==> src/rtl/viz_pkg.sv <==
// Shared definitions for the spectrum visualiser blocks.
// Holds the default band count and bar width, the band-index, bar and level
// types, the IDLE/PUBLISH state enum and the thermometer encoding helper
// used to turn a level into a bar pattern.
package viz_pkg;

  localparam int NUM_BANDS = 16;
  localparam int BAR_WIDTH = 18;

  typedef logic [3:0]           band_idx_t;
  typedef logic [BAR_WIDTH-1:0] bar_t;
  typedef logic [4:0]           level_t;

  typedef enum logic {
    IDLE,
    PUBLISH
  } state_e;

  // Thermometer code: the lowest 'level' segments lit, bit 0 at the bottom.
  // Computed in 32 bits so that a full-height level still yields all ones.
  function automatic bar_t thermo(level_t level);
    logic [31:0] ones;
    ones = (32'd1 << level) - 32'd1;
    return ones[BAR_WIDTH-1:0];
  endfunction

endpackage

==> src/rtl/level_quantizer.sv <==
// Combinational priority encoder from an unsigned magnitude to a bar level.
// The level is the position of the highest set bit plus one, so zero maps to
// level 0 and a value with the top bit set maps to MAG_WIDTH.
// Ports:
//   mag_data  in  MAG_WIDTH  unsigned magnitude
//   level     out 5          quantized level, 0..MAG_WIDTH
module level_quantizer
  import viz_pkg::*;
#(
  parameter int MAG_WIDTH = 18
) (
  input  logic [MAG_WIDTH-1:0] mag_data,
  output level_t               level
);

  // Scan upward so the highest set bit is the last one to overwrite level.
  always_comb begin
    level = '0;
    for (int i = 0; i < MAG_WIDTH; i++) begin
      if (mag_data[i]) begin
        level = level_t'(i + 1);
      end
    end
  end

endmodule

==> src/rtl/spectrum_bar_encoder.sv <==
// Turns per-band spectrum magnitudes into thermometer bar patterns for the
// VGA display. Peaks are accumulated per band during a frame; on each frame
// tick every bar is published one band per cycle, and each band level is then
// decayed, so bars jump up at once and fall back slowly.
// Ports:
//   clk, rst        clock and asynchronous active-high reset
//   mag_valid       magnitude sample present
//   mag_ready       block can accept a sample (low while publishing)
//   mag_band        band index of the sample
//   mag_data        unsigned magnitude of the sample
//   frame_tick      one-cycle pulse at the start of vertical blanking
//   bars            registered bar patterns, bit 0 is the bottom segment
//   bars_update     one-cycle pulse after the last bar has been written
//   frame_overrun   sticky flag: a frame tick arrived while publishing
module spectrum_bar_encoder #(
  parameter int NUM_BANDS = viz_pkg::NUM_BANDS,
  parameter int BAR_WIDTH = viz_pkg::BAR_WIDTH,
  parameter int MAG_WIDTH = viz_pkg::BAR_WIDTH,
  parameter int DECAY     = 1
) (
  input  logic                                clk,
  input  logic                                rst,
  input  logic                                mag_valid,
  output logic                                mag_ready,
  input  logic [3:0]                          mag_band,
  input  logic [MAG_WIDTH-1:0]                mag_data,
  input  logic                                frame_tick,
  output logic [NUM_BANDS-1:0][BAR_WIDTH-1:0] bars,
  output logic                                bars_update,
  output logic                                frame_overrun
);
  import viz_pkg::*;

  state_e    r_state;
  state_e    w_nextState;
  band_idx_t r_idx;
  band_idx_t w_nextIdx;
  level_t    r_lvl [NUM_BANDS];
  level_t    w_sampleLevel;
  logic      w_accept;
  logic      w_lastIdx;

  logic [NUM_BANDS-1:0][BAR_WIDTH-1:0] r_bars;
  logic                                r_barsUpdate;
  logic                                r_overrun;

  // Saturating per-frame decay of a band level.
  function automatic level_t decayLevel(level_t lvl);
    if (int'(lvl) > DECAY) begin
      return level_t'(int'(lvl) - DECAY);
    end
    return '0;
  endfunction

  level_quantizer #(
    .MAG_WIDTH (MAG_WIDTH)
  ) u_quantizer (
    .mag_data (mag_data),
    .level    (w_sampleLevel)
  );

  assign mag_ready = (r_state == IDLE);
  assign w_lastIdx = (int'(r_idx) == NUM_BANDS - 1);
  // Band indices beyond the configured band count are accepted but dropped.
  assign w_accept  = mag_valid && mag_ready && (int'(mag_band) < NUM_BANDS);

  // State and publish index registers.
  always_ff @(posedge clk or posedge rst) begin
    if (rst) begin
      r_state <= IDLE;
      r_idx   <= '0;
    end else begin
      r_state <= w_nextState;
      r_idx   <= w_nextIdx;
    end
  end

  // Next state: a frame tick in IDLE starts a walk over all bands; ticks that
  // arrive during that walk do not queue another publish.
  always_comb begin
    w_nextState = r_state;
    w_nextIdx   = r_idx;
    case (r_state)
      IDLE: begin
        if (frame_tick) begin
          w_nextState = PUBLISH;
          w_nextIdx   = '0;
        end
      end
      PUBLISH: begin
        if (w_lastIdx) begin
          w_nextState = IDLE;
        end else begin
          w_nextIdx = r_idx + band_idx_t'(1);
        end
      end
      default: begin
        w_nextState = IDLE;
      end
    endcase
  end

  // Level accumulation, publishing and status flags. Samples only land in
  // IDLE, so a sample taken together with a frame tick is already merged
  // when the publish reads that band, and never collides with the decay.
  always_ff @(posedge clk or posedge rst) begin
    if (rst) begin
      for (int b = 0; b < NUM_BANDS; b++) begin
        r_lvl[b] <= '0;
      end
      r_bars       <= '0;
      r_barsUpdate <= 1'b0;
      r_overrun    <= 1'b0;
    end else begin
      r_barsUpdate <= 1'b0;
      if (w_accept && (w_sampleLevel > r_lvl[mag_band])) begin
        r_lvl[mag_band] <= w_sampleLevel;
      end
      if (r_state == PUBLISH) begin
        r_bars[r_idx] <= thermo(r_lvl[r_idx]);
        r_lvl[r_idx]  <= decayLevel(r_lvl[r_idx]);
        r_barsUpdate  <= w_lastIdx;
        if (frame_tick) begin
          r_overrun <= 1'b1;
        end
      end
    end
  end

  assign bars          = r_bars;
  assign bars_update   = r_barsUpdate;
  assign frame_overrun = r_overrun;

endmodule

==> config.mk <==
export PLATFORM = sky130hd
export DESIGN_NAME = spectrum_bar_encoder
export DESIGN_NICKNAME = d
export VERILOG_FILES = /design/src/rtl/viz_pkg.sv /design/src/rtl/level_quantizer.sv /design/src/rtl/spectrum_bar_encoder.sv
export SDC_FILE = /design/constraint.sdc
export NUM_CORES = 1
export LEC_CHECK = 0
export ABC_CLOCK_PERIOD_IN_PS = 11630
export CAP_MARGIN = 40
export CORE_UTILIZATION = 47
export DETAILED_ROUTE_END_ITERATION = 8
export GPL_ROUTABILITY_DRIVEN = 1
export PLACE_DENSITY = 0.76
export SLEW_MARGIN = 25
export SYNTH_ARGS = -nofsm -noshare
export SYNTH_HDL_FRONTEND = slang
export SYNTH_SLANG_ARGS = --single-unit
==> constraint.sdc <==
create_clock -name clk -period 11.63 [get_ports clk]
set_clock_uncertainty 0.1 [all_clocks]
set_input_delay 1.163 -clock clk [delete_from_list [all_inputs] [get_ports clk]]
set_output_delay 1.163 -clock clk [all_outputs]
set_load 0.1 [all_outputs]
==> flow_summary.yaml <==
yosys:
  ys_ff_latch: 375
  netlist_area_sq_um: 16600
  yosys_most_used_dff: "dfrtp_1"
  syn_avg_cell_area_sq_um: 10.6
  synth-edff-count: 0
  syn_inst: 1564
  syn_nets: 1605
  ys_warn_count: 0
  async_reset_ff_share_pct: 100
  ys_seq_area_share_pct: 56.7
  synth_cell_type_count: 61
placed_design:
  dp_hpwl_microns: 47300
  place.gp.congestion: 0.983
  port_buffers: 316
  dp_cells: 2563
routing:
  drc: 0
  num_vias: 16200
  ant_nets: 0
  vias_per_cell: 6.15
  wl_microns: 71100
  drt_iter0_drc: 1850
  first_pass_iters: 6
  wl_per_cell_microns: 27.0
global_routing:
  antenna_found_initial: 1
  grtUsageTotal_pct: 39.8
  grt_max_degree: 176
  first_global_vias: 17100
  use_met2_pct: 66.2
  met3_usage_pct: 9.63
  grt-busiest-layer: "met2"
  grt_pass1_wl_microns: 106000
  grt-ovfl-total: 0
  grt_use_met1_pct: 47.4
clocking:
  htree_levels: 2
  clockBufferDepth: 3
  cts_setup_buffers: 0
  cts_tree: "yes"
  ctsHoldBuffers: 0
  cts_resized: 0
  clk_pin_slew_ps: 70
  clk-insertion-delay-late_ps: 540
  cts_root_buf: "clkbuf_16"
  cts_buffers: 39
  cts.sinks: 375
floorplan:
  die_area_sq_um: 36000
  dieWidth_microns: 190
  rows: 68
  ios: 317
  start_util_pct: 47.8
  core-area_sq_um: 34600
  die_h_microns: 190
final_layout:
  layout_common_cells: "dfrtp_1 (375), nand2_1 (324), clkdlybuf4s50_1 (316)"
  multiInputGateArea_sq_um: 6730
  areaGrowthSynthToFinish_pct: 68.0
  final_nets: 2195
  final_util_pct: 80.3
  n_antenna_cell: 0
  drive_gt1_share_pct: 24.6
  fill_cells: 1663
  final_cells: 2633
  seq_area_sq_um: 9380
  layout_commonest_cell: "dfrtp_1"
sta:
  min_period_ps: 5340
  drv_slew: 0
  holdWs_ps: 385
  finalCritPeriodShare_pct: 45.9
  slew_headroom_pct: 41.2
  worstMarginPinSlew_ps: 882
  setup_violations: 0
  fmax_ghz: 0.187
  final.setup.tns_ps: 0
  rsz0062_at_grt: "no"
  hold_violations: 0
flow_run:
  maxCapViolCount: 0
min_path:
  hold_path.class: "register to register"
setup_path:
  worstPathMaxFanout: 24
  end_kind: "register"
  worstSetupPathType: "register to register"
  worst-r2r-setup-slack_ps: 6290
  worstPathRequired_ps: 11870
  worst_ep_arrival_time_ps: 5580
  start_kind: "register"
run_status:
  status: "finished, final reports clean"
cells in the mapped netlist, types with 3 or more instances:
master    count  area share, %
dfrtp_1     375             57
mux2i_1      89            5.4
o21ai_1      37            1.1
buf_2         6           0.18
a21oi_1      51            1.5
nand4_1       7           0.26
or2_2         5           0.19
nor2b_1       6           0.23
mux2_2       24            1.6
nand2b_1      8           0.30
nor4_1       19           0.72
nand2_1     324            7.3
clkbuf_1    111            2.5
inv_1        19           0.43
a211oi_1      3           0.14
o21ai_2      10           0.53
buf_1         4          0.091
nor3_1        8           0.24
nand3_1      19           0.57
o21ai_0     265            8.0
nor2_1       60            1.4
and3_1        3           0.11
mux4_2       47            6.4
ha_1         15            1.1
state kept, by name, summed over array words and instances, names as in the netlist:
| name | flops |
|---|---|
| bars | 288 |
| bars_update | 1 |
| frame_overrun | 1 |
| r_idx | 4 |
| r_lvl | 80 |
| r_state | 1 |
final cells by class:
type                            instances  share of cell area [%]
Clock buffer                           53                    4.02
Clock inverter                         12                   0.544
Inverter                               20                   0.283
Multi-Input combinational cell       1044                    24.2
Sequential cell                       375                    33.7
Tap cell                              455                    2.05
Timing Repair Buffer                  674                    35.2
per-layer routing:
layer  vias to the layer above  part of all wire, %
met1                      8119                   36
met4                         2                  6.1
met3                       306                  9.7
met5                         -                0.014
li1                       6591                    -
met2                      1166                   49
stage by stage:
stage / setup slack (ps) / instance area [sq um]
5_1_grt: 6120 / 27800
3_3_place_gp: 5430 / 20200
4_1_cts: 6330 / 27700
6_report: 6290 / 27800
3_5_place_dp: 5830 / 26500
2_1_floorplan: 5330 / 16600
critical path, cell delays in order (launching register included):
cell	delay, ps
dfrtp_1	320
buf_4	380
mux4_2	620
a22oi_1	240
nand3_1	590
or2_2	650
nor3_2	210
inv_1	100
ha_1	400
o41ai_4	150
a311o_4	270
a31oi_2	80
a31oi_4	660
o21ai_0	340
path summary, 6_finish.rpt:
kind | from | to | cells past startpoint
setup / recovery | r_idx[0]$_DFFE_PP0P_ | bars[264]$_DFFE_PP0P_ | 13
hold / removal | bars[23]$_DFFE_PP0P_ | bars[23]$_DFFE_PP0P_ | 2
setup reg to reg | r_idx[0]$_DFFE_PP0P_ | bars[264]$_DFFE_PP0P_ | 13
hold reg to reg | bars[23]$_DFFE_PP0P_ | bars[23]$_DFFE_PP0P_ | 2
max in group asynchronous | rst | bars[69]$_DFFE_PP0P_ | 4
min in group asynchronous | rst | bars[137]$_DFFE_PP0P_ | 2
kinds of logic (layout without fill, tap and decap cells):
group | after synthesis | count (layout) | share of synthesized area (%)
AO/OA/AOI/OAI | 393 | 393 | 13.0
XOR/XNOR | 4 | 4 | 0.257
adder cells (fa/ha/maj) | 15 | 15 | 1.13
buffers and inverters | 145 | 759 | 3.47
flip-flops | 375 | 375 | 56.7
multiplexers | 161 | 161 | 13.6
AND/OR/NAND/NOR | 471 | 471 | 11.9
Power is not shown: default switching activity piles up to over one toggle a cycle in this logic, so the estimate is an artifact.
